### src/rtl/vending_if.sv
// Coin/dispense handshake bundle between the vending controller and its environment.
interface vending_if #(parameter int CREDIT_W = 3);
  logic                load50bani;
  logic                load1leu;
  logic                cancel;
  logic                disp_ack;
  logic                disp_req;
  logic                change50;
  logic                coin_reject;
  logic [CREDIT_W-1:0] credit;
  logic                busy;

  // master: coin acceptor / dispenser side; slave: the controller
  modport master (output load50bani, load1leu, cancel, disp_ack,
                  input  disp_req, change50, coin_reject, credit, busy);
  modport slave  (input  load50bani, load1leu, cancel, disp_ack,
                  output disp_req, change50, coin_reject, credit, busy);
endinterface

### src/rtl/vending_ctrl.sv
// Vending sequencer: coin credit accumulation, dispense req/ack, change/refund pulses.
// Optional idle auto-refund enabled by defining REFUND_TIMEOUT_EN.
module vending_ctrl #(
    parameter int PRICE       = 3,
    parameter int MAX_CREDIT  = 7,
    parameter int CREDIT_W    = 3,
    parameter int TIMEOUT_CYC = 64
) (
    input  logic     clk,
    input  logic     rst_n,
    vending_if.slave bus
);

    typedef enum logic [1:0] {IDLE, COLLECT, DISPENSE, CHANGE} state_t;

    localparam logic [CREDIT_W:0] PRICE_X = PRICE[CREDIT_W:0];
    localparam logic [CREDIT_W:0] MAX_X   = MAX_CREDIT[CREDIT_W:0];

    state_t              state_q, state_d;
    logic [CREDIT_W-1:0] credit_q, credit_d;
    logic                l50_q, l1_q;
    logic                disp_req_q, change_q, change_d, reject_q, reject_d, busy_q;

    logic                ev50, ev1, accept;
    logic [1:0]          coin_val;
    logic [CREDIT_W:0]   sum, base, after_price;

`ifdef REFUND_TIMEOUT_EN
    localparam int TMO_W = $clog2(TIMEOUT_CYC + 1);
    localparam logic [TMO_W-1:0] TMO_LAST = TMO_W'(TIMEOUT_CYC - 1);
    logic [TMO_W-1:0] tmo_q, tmo_d;
`endif

    // Coin events are rising edges against one registered sample; simultaneous coins are refused
    always_comb begin
        ev50        = bus.load50bani & ~l50_q;
        ev1         = bus.load1leu & ~l1_q;
        coin_val    = ev1 ? 2'd2 : 2'd1;
        sum         = {1'b0, credit_q} + (CREDIT_W+1)'(coin_val);
        accept      = (ev50 ^ ev1) && (state_q == IDLE || state_q == COLLECT) && (sum <= MAX_X);
        reject_d    = (ev50 | ev1) & ~accept;
        base        = accept ? sum : {1'b0, credit_q};
        after_price = base - PRICE_X;
    end

    always_comb begin
        state_d  = state_q;
        credit_d = base[CREDIT_W-1:0];
        change_d = 1'b0;
        case (state_q)
            IDLE: begin
                if (accept) state_d = COLLECT;
            end
            COLLECT: begin
                if ({1'b0, credit_q} >= PRICE_X) begin
                    state_d  = DISPENSE;
                    credit_d = after_price[CREDIT_W-1:0];
                end else if (bus.cancel) begin
                    state_d = CHANGE;
`ifdef REFUND_TIMEOUT_EN
                end else if (!accept && tmo_q == TMO_LAST) begin
                    state_d = CHANGE;
`endif
                end
            end
            DISPENSE: begin
                if (bus.disp_ack) state_d = (credit_q != '0) ? CHANGE : IDLE;
            end
            CHANGE: begin
                if (credit_q != '0) begin
                    change_d = 1'b1;
                    credit_d = credit_q - 1'b1;
                end
                if (credit_q <= CREDIT_W'(1)) state_d = IDLE;
            end
            default: state_d = IDLE;
        endcase
    end

`ifdef REFUND_TIMEOUT_EN
    // Counts idle cycles spent in COLLECT; cleared on entry and on any accepted coin
    always_comb begin
        tmo_d = '0;
        if (state_q == COLLECT && state_d == COLLECT && !accept) tmo_d = tmo_q + 1'b1;
    end

    always_ff @(posedge clk or negedge rst_n) begin
        if (!rst_n) tmo_q <= '0;
        else        tmo_q <= tmo_d;
    end
`endif

    always_ff @(posedge clk or negedge rst_n) begin
        if (!rst_n) begin
            state_q    <= IDLE;
            credit_q   <= '0;
            l50_q      <= 1'b0;
            l1_q       <= 1'b0;
            disp_req_q <= 1'b0;
            change_q   <= 1'b0;
            reject_q   <= 1'b0;
            busy_q     <= 1'b0;
        end else begin
            state_q    <= state_d;
            credit_q   <= credit_d;
            l50_q      <= bus.load50bani;
            l1_q       <= bus.load1leu;
            disp_req_q <= (state_d == DISPENSE);
            change_q   <= change_d;
            reject_q   <= reject_d;
            busy_q     <= (state_d == DISPENSE) || (state_d == CHANGE);
        end
    end

    assign bus.disp_req    = disp_req_q;
    assign bus.change50    = change_q;
    assign bus.coin_reject = reject_q;
    assign bus.credit      = credit_q;
    assign bus.busy        = busy_q;

endmodule
### src/flat_wrapper.sv
// flat-port wrapper written by rule: the top's interface ports become plain ports
module vending_ctrl_flat 
#(
    parameter int PRICE       = 3,
    parameter int MAX_CREDIT  = 7,
    parameter int CREDIT_W    = 3,
    parameter int TIMEOUT_CYC = 64
)
  (clk, rst_n, bus_load50bani, bus_load1leu, bus_cancel, bus_disp_ack, bus_disp_req, bus_change50, bus_coin_reject, bus_credit, bus_busy);
  vending_if #(.CREDIT_W(CREDIT_W)) bus_i ();
  input  logic clk;
  input  logic rst_n;
  input wire logic [$bits(bus_i.load50bani)-1:0] bus_load50bani;
  input wire logic [$bits(bus_i.load1leu)-1:0] bus_load1leu;
  input wire logic [$bits(bus_i.cancel)-1:0] bus_cancel;
  input wire logic [$bits(bus_i.disp_ack)-1:0] bus_disp_ack;
  output wire logic [$bits(bus_i.disp_req)-1:0] bus_disp_req;
  output wire logic [$bits(bus_i.change50)-1:0] bus_change50;
  output wire logic [$bits(bus_i.coin_reject)-1:0] bus_coin_reject;
  output wire logic [$bits(bus_i.credit)-1:0] bus_credit;
  output wire logic [$bits(bus_i.busy)-1:0] bus_busy;
  assign bus_i.load50bani = bus_load50bani;
  assign bus_i.load1leu = bus_load1leu;
  assign bus_i.cancel = bus_cancel;
  assign bus_i.disp_ack = bus_disp_ack;
  assign bus_disp_req = bus_i.disp_req;
  assign bus_change50 = bus_i.change50;
  assign bus_coin_reject = bus_i.coin_reject;
  assign bus_credit = bus_i.credit;
  assign bus_busy = bus_i.busy;
  vending_ctrl #(.PRICE(PRICE), .MAX_CREDIT(MAX_CREDIT), .CREDIT_W(CREDIT_W), .TIMEOUT_CYC(TIMEOUT_CYC)) u_core (.clk(clk), .rst_n(rst_n), .bus(bus_i));
endmodule
### config.mk
export PLATFORM = sky130hd
export DESIGN_NAME = vending_ctrl_flat
export DESIGN_NICKNAME = d
export VERILOG_FILES = /design/src/rtl/vending_if.sv /design/src/rtl/vending_ctrl.sv /design/src/flat_wrapper.sv
export SDC_FILE = /design/constraint.sdc
export NUM_CORES = 1
export LEC_CHECK = 0
export CAP_MARGIN = 0
export CORE_UTILIZATION = 51
export DETAILED_ROUTE_END_ITERATION = 6
export PLACE_DENSITY = 0.88
export SLEW_MARGIN = 10
export SYNTH_ARGS = -nofsm -noshare
export SYNTH_HDL_FRONTEND = slang
export SYNTH_SLANG_ARGS = --single-unit
### constraint.sdc
create_clock -name clk -period 2.9 [get_ports clk]
set_input_delay 0.58 -clock clk [delete_from_list [all_inputs] [get_ports clk]]
set_output_delay 0.58 -clock clk [all_outputs]
set_load 0.05 [all_outputs]
Yosys cells after proc, flatten, opt, wreduce, memory -nomap -nowiden
Cells that the tools add are included.
Word-level totals
  bits in registers: 11
  input port bits: 6
  logic and storage cells: 47
Operators by class
  add/subtract/negate cells: 3
  magnitude comparators: 3
  eq/ne operators: 5
  multiplexer cells: 14
  bitwise operators: 8
  reduce and logical (&&, ||, !) cells: 6
Operators by type and width (number)
  two-way mux 2 bit: 7
  two-way mux 3 bit: 3
  == test 2 bit (second input constant): 4
  one-hot mux 2 bit (4 select lines): 1
  one-hot mux 3 bit (2 select lines): 1
  adder 3 x 2 -> 4 bit: 1
  less-or-equal comparator 4 x 3 -> 1 bit (second input constant): 1
  bitwise AND 1 bit: 3
  greater-or-equal comparator 3 x 2 -> 1 bit (second input constant): 1
  less-or-equal comparator 3 x 1 -> 1 bit (second input constant): 1
  inverter 1 bit: 3
  nonzero test 3 bit: 1
  subtractor 3 x 1 -> 3 bit (second input constant): 1
  subtractor 3 x 2 -> 3 bit (second input constant): 1
  == test 2 x 1 -> 1 bit (second input constant): 1
  logical AND 1 bit: 2
  logical NOT 2 bit: 1
  logical OR 1 bit: 2
  two-way mux 1 bit: 2
  OR 1 bit: 1
  bitwise XOR 1 bit: 1

Longest topological paths before layout
Gate-level depths: netlist of the first run.
  depth after elaboration: 10
  depth in mapped cells: 14

Worst setup path before layout of the first run
Ideal clock, no wire load.
  path type: reg2reg
  start: register u_core.credit_q[0], in the netlist u_core.bus.credit[0]
  end: register u_core.credit_q[2], in the netlist u_core.bus.credit[2]
  arrival time: 2.400 ns
  setup slack: 0.421 ns
  cell stages (with the launch flop): 13
  path through: dfrtp_1 -> ha_1 -> nor2_1 -> o311ai_4 -> nor2_2 -> nand2_1 -> o21ai_0 -> ha_1 -> nand2b_1 -> nor3_1 -> a21oi_1 -> xor2_1 -> mux2i_1
Between the ends
  longest elaborated chain between the ends: 7
Ends and longest elaborated chain
  from (decl): RTL line vending_ctrl.sv:20  | logic [CREDIT_W-1:0] credit_q, credit_d;
  from (signal assigned): RTL line vending_ctrl.sv:105  | credit_q <= credit_d;
  adder 3 x 2 -> 4 bit: RTL line vending_ctrl.sv:39  | sum = {1'b0, credit_q} + (CREDIT_W+1)'(coin_val);
  less-or-equal comparator 4 x 3 -> 1 bit: RTL line vending_ctrl.sv:40  | accept = (ev50 ^ ev1) && (state_q == IDLE || state_q == COLLECT) && (sum <= MAX_X);
  logical AND 1 bit: RTL line vending_ctrl.sv:40
  two-way mux 3 bit: RTL line vending_ctrl.sv:42  | base = accept ? sum : {1'b0, credit_q};
  subtractor 3 x 2 -> 3 bit: RTL line vending_ctrl.sv:43  | after_price = base - PRICE_X;
  two-way mux 3 bit: RTL line vending_ctrl.sv:55  | if ({1'b0, credit_q} >= PRICE_X) begin
  one-hot mux 3 bit (2 select lines) *: RTL line vending_ctrl.sv:50  | case (state_q)
  net u_core.credit_d[2]: RTL line vending_ctrl.sv:20
The timed path passes the listed nets; every way through them passes the cells marked *.

Worst setup path after layout of the first run
  start: input bus_load1leu
  end: register u_core.credit_q[2], in the netlist u_core.bus.credit[2]
Between the ends
  longest elaborated chain between the ends: 9
Ends and longest elaborated chain
  from (decl): RTL line flat_wrapper.sv:14  | input wire logic [$bits(bus_i.load1leu)-1:0] bus_load1leu;
  bitwise AND 1 bit *: RTL line vending_ctrl.sv:37  | ev1 = bus.load1leu & ~l1_q;
  two-way mux 2 bit: RTL line vending_ctrl.sv:38  | coin_val = ev1 ? 2'd2 : 2'd1;
  adder 3 x 2 -> 4 bit: RTL line vending_ctrl.sv:39
  less-or-equal comparator 4 x 3 -> 1 bit: RTL line vending_ctrl.sv:40
  logical AND 1 bit: RTL line vending_ctrl.sv:40
  two-way mux 3 bit *: RTL line vending_ctrl.sv:42
  subtractor 3 x 2 -> 3 bit: RTL line vending_ctrl.sv:43
  two-way mux 3 bit: RTL line vending_ctrl.sv:55
  one-hot mux 3 bit (2 select lines) *: RTL line vending_ctrl.sv:50
  net u_core.credit_d[2]: RTL line vending_ctrl.sv:20
Marked as above.

==> results of run 1 <==
[cells in the final DEF (no fill, tap or decap), drive strengths merged]
cell type	n
xor2	1
nand2	9
nor3	3
nor2	6
and2	1
clkbuf	4
o21bai	1
or3	1
nor4b	1
mux2i	1
nand2b	4
o31ai	1
a21oi	12
a311o	1
ha	8
buf	7
a211oi	2
o21ai	7
clkdlybuf4s50	12
o22ai	1
nor2b	2
nand3	1
xnor2	1
inv	7
o311ai	1
nor3b	1
dfrtp	11
[path summary, 6_finish.rpt]
kind,end,slack (ns),cells after the start
min reg2reg,u_core.bus.coin_reject,0.63,3
max in group asynchronous,u_core.bus.busy,1.92,1
min,u_core.bus.coin_reject,0.63,3
max reg2reg,u_core.bus.credit[2],0.47,11
min in group asynchronous,u_core.l1_q,0.64,1
max,u_core.bus.credit[2],0.10,14
[worst max-delay path: cells and delay by family]
family	cells	cell delay (ns)
compound gates	2	0.15
xor+xnor	1	0.16
fa+ha+maj	3	0.68
buf+inv	3	0.68
mux	1	0.16
simple gates	4	0.60
[flip-flops by register name, summed over array words and instances (netlist names)]
signal / flops
u_core.bus.coin_reject: 1
u_core.bus.disp_req: 1
u_core.bus.busy: 1
u_core.l50_q: 1
u_core.state_q: 2
u_core.bus.credit: 3
u_core.l1_q: 1
u_core.bus.change50: 1
[kinds of logic (layout without fill, tap and decap cells)]
logic type | count (synthesis) | after routing | synth area share
and+or+nand+nor | 29 | 29 | 0.196
AOI/OAI and AO/OA | 26 | 26 | 0.222
DFF | 11 | 11 | 0.354
buffers and inverters | 11 | 30 | 0.0628
adders and majority gates | 8 | 8 | 0.129
xor gates and xnor gates | 2 | 2 | 0.0225
muxes | 1 | 1 | 0.0129
[metrics by stage]
stage	setup TNS [ns]	hold WS (ns)	power, µW
floorplan	0	0.284	842
global placement	-0.0311	0.617	1040
detailed placement	-0.341	0.627	1060
CTS	0	0.638	1170
global route	-0.0310	0.680	1330
finish	0	0.633	1230
[repair_timing]
| action | 4_1_cts | 5_1_grt |
|---|---|---|
| buffers inserted | 0 | 0 |
| setup endpoints to repair | 0 | 1 |
| endpoints found under the hold margin | 0 | 0 |
| resized for setup | 0 | 7 |
[Yosys cell counts]
library cell / instances
o21bai_1: 1
a211oi_2: 1
nor4b_1: 1
o311ai_4: 1
nor3b_1: 1
o21ai_1: 1
inv_2: 1
xnor2_1: 1
and2_1: 1
o22ai_1: 1
inv_1: 6
nand2b_1: 4
mux2i_1: 1
dfrtp_1: 11
buf_4: 1
nor2b_4: 1
o31ai_1: 1
ha_1: 8
buf_2: 3
or3_1: 1
a21oi_1: 12
nor2_1: 5
a311o_1: 1
nand3_1: 1
nand2_1: 9
a211oi_1: 1
nor3_1: 3
nor2_2: 1
o21ai_0: 6
nor2b_1: 1
xor2_1: 1
[power by group through the flow]
stage / registers, µW / clock network, µW / logic, µW
after floorplan: 390 / 0 / 452
after global placement: 301 / 0 / 736
after detailed placement: 303 / 0 / 761
after CTS: 300 / 106 / 763
after global routing: 325 / 115 / 891
final: 313 / 102 / 816
[final cells by class]
type / count / area share
inverters: 7 / 0.0262
repair buffers: 19 / 0.172
clock buffers: 4 / 0.0262
flip-flops and latches: 11 / 0.274
well taps: 15 / 0.0187
multi-input cells: 66 / 0.483
[per-layer routing]
metal / wire (µm) / GRT usage / vias to the layer above
met5: 0 / 0 / -
met4: 0 / 0 / 0
met3: 76 / 0.0652 / 0
met2: 861 / 0.387 / 26
met1: 796 / 0.308 / 328
li1: - / - / 345
==> results_dict.tcl, run 1 <==
set metrics [dict create \
    clockPowerShare 0.083 \
    netlist_instances 88 \
    routed_wl_mm 1.73 \
    final_util 0.735 \
    drc 0 \
    max_freq_ghz 0.358 \
    min_period_ns 2.80 \
    synth_area_um2 777 \
    n_antenna_cell 0 \
    cellPowerDensity_mw_per_mm2 1230 \
    htree_levels 1 \
    placed_cells 118 \
    dr.pass1.iters 4 \
    first_iter_violations 29 \
    finalCritPeriodShare 0.964 \
    setup_violations 0 \
    grt_pass1_wl_mm 2.53 \
    power_frac_seq 0.254 \
    synth_seq_cells 11 \
    instances_no_fill 122 \
    io_buffers 12 \
    synth_fp_nets 102 \
    yosys.area.top_type "dfrtp_1" \
    insertion_delay_ns 0.26 \
    end_kind "register" \
    nNetsFinal 122 \
    critPathArrivalTime_ns 2.98 \
    die_y_um 41.0 \
    setup.worst_path.start_class "input pin" \
    synth-warning-count 0 \
    drv_cap 0 \
    dpl_cell_area_um2 946 \
    hold_start "u_core.l50_q" \
    design_area_mm2 0.00100 \
    max-slew-margin-rel 0.670 \
    hp-class "reg -> reg" \
    coreArea_mm2 0.00137 \
    cp_slowest_stage_delay_ns 0.48 \
    cts_sinks 11 \
    r2r-start "u_core.bus.credit[2]" \
    synth.area.top_cells "dfrtp_1 (35%), ha_1 (13%), a21oi_1 (7.7%), nand2_1 (4.3%), o21ai_0 (3.9%)" \
    max_slew.worst_pin.slew_ns 0.493 \
    clock_skew_ns 0.00538 \
    power_switching_uw 629 \
    multi_input_area_um2 485 \
    crit_start "bus_load1leu" \
    grt_max_degree 13 \
    drt-wirelength-per-cell_um 14.2 \
    hold_viol 0 \
    dpl_worst_slack_ns -0.248 \
    leakage_uw 0.000437 \
    cts_hold_buf 0 \
    antenna_found_initial 0 \
    status "complete, no violations" \
    synth_top_cell_area_share 0.354 \
    placementRows 13 \
    grt_pass1_vias 572 \
    cts_max_path_buffers 2 \
    grt_remaining_overflow 0 \
    design.die.area_mm2 0.00168 \
    track_usage 0.230 \
    crit_fanout 3 \
    ys_types 31 \
    worstSetupPathType "in -> reg" \
    numCtsBuffers 3 \
    setup_ws_ns 0.103 \
    io_pins 13 \
    combPwrFrac 0.663 \
    final_layout_size_suffix_gt1_frac 0.187 \
    place_hpwl_mm 1.29 \
    clkTransAtPathRegs_ns 0.07 \
    dr_total_vias 699 \
    clockRootBuffer "clkbuf_4" \
    swShare 0.511 \
    fill_cells 109 \
    cts_tree "built" \
    yosysSeqAreaShare 0.354 \
    slew_violations 0 \
    crit_chain "clkdlybuf4s50_1 > nor2b_4 > inv_1 > ha_2 > buf_4 > ha_1 > nand2_1 > o21ai_0 > ha_1 > nand2b_4 > nor3_4 > a21oi_2 > xor2_1 > mux2i_1" \
    intPower_uw 602 \
    routed_via_density 5.73 \
    cp.required_ns 3.08 \
    syn_avg_cell_area_um2 8.83 \
    ant_nets 0 \
    gp_congestion 0.897 \
    fp.dieW_um 41.0 \
    synthToLayoutAreaGrowth_pct 29.3 \
    irDropWorstVdd_v 0.000727 \
    slowest_stage "clkdlybuf4s50_1" \
    critical_path.most_common_cell "ha_1" \
    start_util 0.569 \
    seq_area_um2 275 \
]
Power figures use the tool's default switching activity.
==> inputs of run 2 (changes only) <==
--- a/config.mk
+++ b/config.mk
@@ -6,9 +6,10 @@
 export NUM_CORES = 1
 export LEC_CHECK = 0
 export CAP_MARGIN = 0
-export CORE_UTILIZATION = 51
+export CORE_UTILIZATION = 54
+export CTS_BUF_LIST = sky130_fd_sc_hd__clkbuf_4
 export DETAILED_ROUTE_END_ITERATION = 6
-export PLACE_DENSITY = 0.88
+export PLACE_DENSITY = 0.92
 export SLEW_MARGIN = 10
 export SYNTH_ARGS = -nofsm -noshare
 export SYNTH_HDL_FRONTEND = slang
==> run 2 against run 1 <==
Effect of this change:
- sequential share of layout area increased by 0.59 points
- combinational power down 7.4%
- critical path depth down 1
- non-clock buffer count decreased by 1
- global-route usage up 3.3 points
- clock power up 12%
- power fell by 2.7%
- via count is 0.57% lower
- flip-flop and latch count unchanged
==> results_dict.tcl, run 2 (same netlist as run 1, synthesis figures left out) <==
set metrics [dict create \
    fill_cells 96 \
    place_hpwl_mm 1.28 \
    irDropWorstVdd_v 0.000606 \
    r2r_cells 12 \
    dr_total_vias 695 \
    drc 0 \
    dr.pass1.iters 4 \
    crit_start "bus_load1leu" \
    coreArea_mm2 0.00132 \
    fp.dieW_um 39.9 \
    design.die.area_mm2 0.00159 \
    dpl_cell_area_um2 938 \
    ant_nets 0 \
    grt_pass1_wl_mm 2.73 \
    gp_congestion 0.885 \
    grt_max_degree 13 \
    grt_remaining_overflow 0 \
    max_slew.worst_pin.slew_ns 0.499 \
    drv_cap 0 \
    antenna_found_initial 0 \
    largest_register_ffs 3 \
    final_layout_size_suffix_gt1_frac 0.170 \
    die_y_um 39.9 \
    crit_fanout 6 \
    ff2ff_setup_slack_ns 0.54 \
    cp-endpoint "u_core.bus.credit[2]" \
    min_period_ns 2.70 \
    numCtsBuffers 3 \
    worstReg2RegEnd "u_core.bus.credit[2]" \
    cts_sinks 11 \
    end_kind "register" \
    routed_wl_mm 1.79 \
    tns_ns 0 \
    io_pins 13 \
    final_cell_mix "a21oi_1 (12), clkdlybuf4s50_1 (12), dfrtp_1 (11), nand2_1 (9), ha_1 (7)" \
    routed_via_density 5.74 \
    drt-wirelength-per-cell_um 14.8 \
    cp.required_ns 3.04 \
    leakage_uw 0.000430 \
    start_util 0.590 \
    finalCritPeriodShare 0.932 \
    cts_tree "built" \
    first_iter_violations 19 \
    slew_violations 0 \
    cts_max_path_buffers 2 \
    worstSetupPathType "in -> reg" \
    status "complete, no violations" \
    track_usage 0.263 \
    cellPowerDensity_mw_per_mm2 1220 \
    setup_violations 0 \
    synthToLayoutAreaGrowth_pct 26.6 \
    clock_skew_ns 0.00353 \
    total_power_uw 1200 \
    critPathArrivalTime_ns 2.85 \
    r2r-start "u_core.bus.credit[0]" \
    setup.worst_path.start_class "input pin" \
    seq_area_um2 275 \
    placementRows 13 \
    instances_no_fill 121 \
    io_buffers 12 \
    htree_levels 1 \
    nNetsFinal 121 \
    postCtsSetupRepairBufs 0 \
    insertion_delay_ns 0.27 \
    max-slew-margin-rel 0.667 \
    design_area_um2 983 \
    clkTransAtPathRegs_ns 0.07 \
    clockRootBuffer "clkbuf_4" \
    n_antenna_cell 0 \
    max_freq_ghz 0.370 \
    rsz0062_at_grt "false" \
    hold_viol 0 \
    placed_cells 117 \
    grt_pass1_vias 618 \
    hp-class "in -> async" \
    multi_input_area_um2 468 \
]
-- run 2: repair_timing --
| action | CTS | global route |
|---|---|---|
| hold buffers | 0 | 0 |
| endpoints found under the setup margin | 0 | 1 |
| resized for setup | 0 | 4 |
-- run 2: worst min path at each step --
stage                       startpoint                endpoint  slack [ns]  cells past startpoint
after floorplan                  rst_n         u_core.bus.busy        0.28                      0
after global placement    u_core.l50_q  u_core.bus.coin_reject        0.61                      3
after detailed placement  u_core.l50_q  u_core.bus.coin_reject        0.63                      3
after CTS                        rst_n             u_core.l1_q        0.65                      1
after global routing             rst_n             u_core.l1_q        0.68                      1
final                            rst_n             u_core.l1_q        0.64                      1
-- run 2: report_power, final --
part	total, µW	switching (µW)	leakage [µW]	internal, µW
Sequential	328	116	0.000135	212
Clock	114	51.2	0.0000184	62.6
Combinational	756	446	0.000276	310
-- run 2: worst max-delay path, stage by stage --
cell and delay [ns]:
clkdlybuf4s50_1 0.48, nor2b_4 0.19, inv_2 0.06, ha_1 0.35, o311ai_4 0.13, nor2_4 0.16, o21ai_0 0.10, ha_1 0.20
nand2b_1 0.15, nor3_1 0.14, a21oi_1 0.07, xor2_1 0.15, mux2i_1 0.08
-- run 2: cell type report --
cell class / instances / share of cell area
Multi-Input combinational cell: 66 / 0.476
Inverter: 7 / 0.0267
Tap cell: 15 / 0.0191
Timing Repair Buffer: 18 / 0.168
Clock buffer: 4 / 0.0305
Sequential cell: 11 / 0.280
-- run 2: layer usage --
layer | part of all wire | global-route usage | vias up | routed length, µm
li1 | - | - | 339 | -
met1 | 0.42 | 0.309 | 328 | 749
met2 | 0.53 | 0.476 | 26 | 956
met3 | 0.045 | 0.0222 | 2 | 81
met4 | 0.0039 | 0.121 | 0 | 7
met5 | 0 | 0 | - | 0
-- run 2: through the flow --
step,worst slack (ns),hold slack [ns],util
floorplan,0.421,0.284,-
global placement,-0.0962,0.613,0.712
detailed placement,-0.151,0.626,0.712
CTS,0.0968,0.649,0.735
global route,0.0415,0.680,0.746
finish,0.198,0.636,0.746
==> inputs of run 3 (changes only) <==
--- a/config.mk
+++ b/config.mk
@@ -6,10 +6,9 @@
 export NUM_CORES = 1
 export LEC_CHECK = 0
 export CAP_MARGIN = 0
-export CORE_UTILIZATION = 54
-export CTS_BUF_LIST = sky130_fd_sc_hd__clkbuf_4
+export CORE_UTILIZATION = 51
 export DETAILED_ROUTE_END_ITERATION = 6
-export PLACE_DENSITY = 0.92
+export PLACE_DENSITY = 0.88
 export SLEW_MARGIN = 10
 export SYNTH_ARGS = -nofsm -noshare
 export SYNTH_HDL_FRONTEND = slang
==> results of run 3 <==
The final DEF is identical to that of run 1; final timing and power are the same.
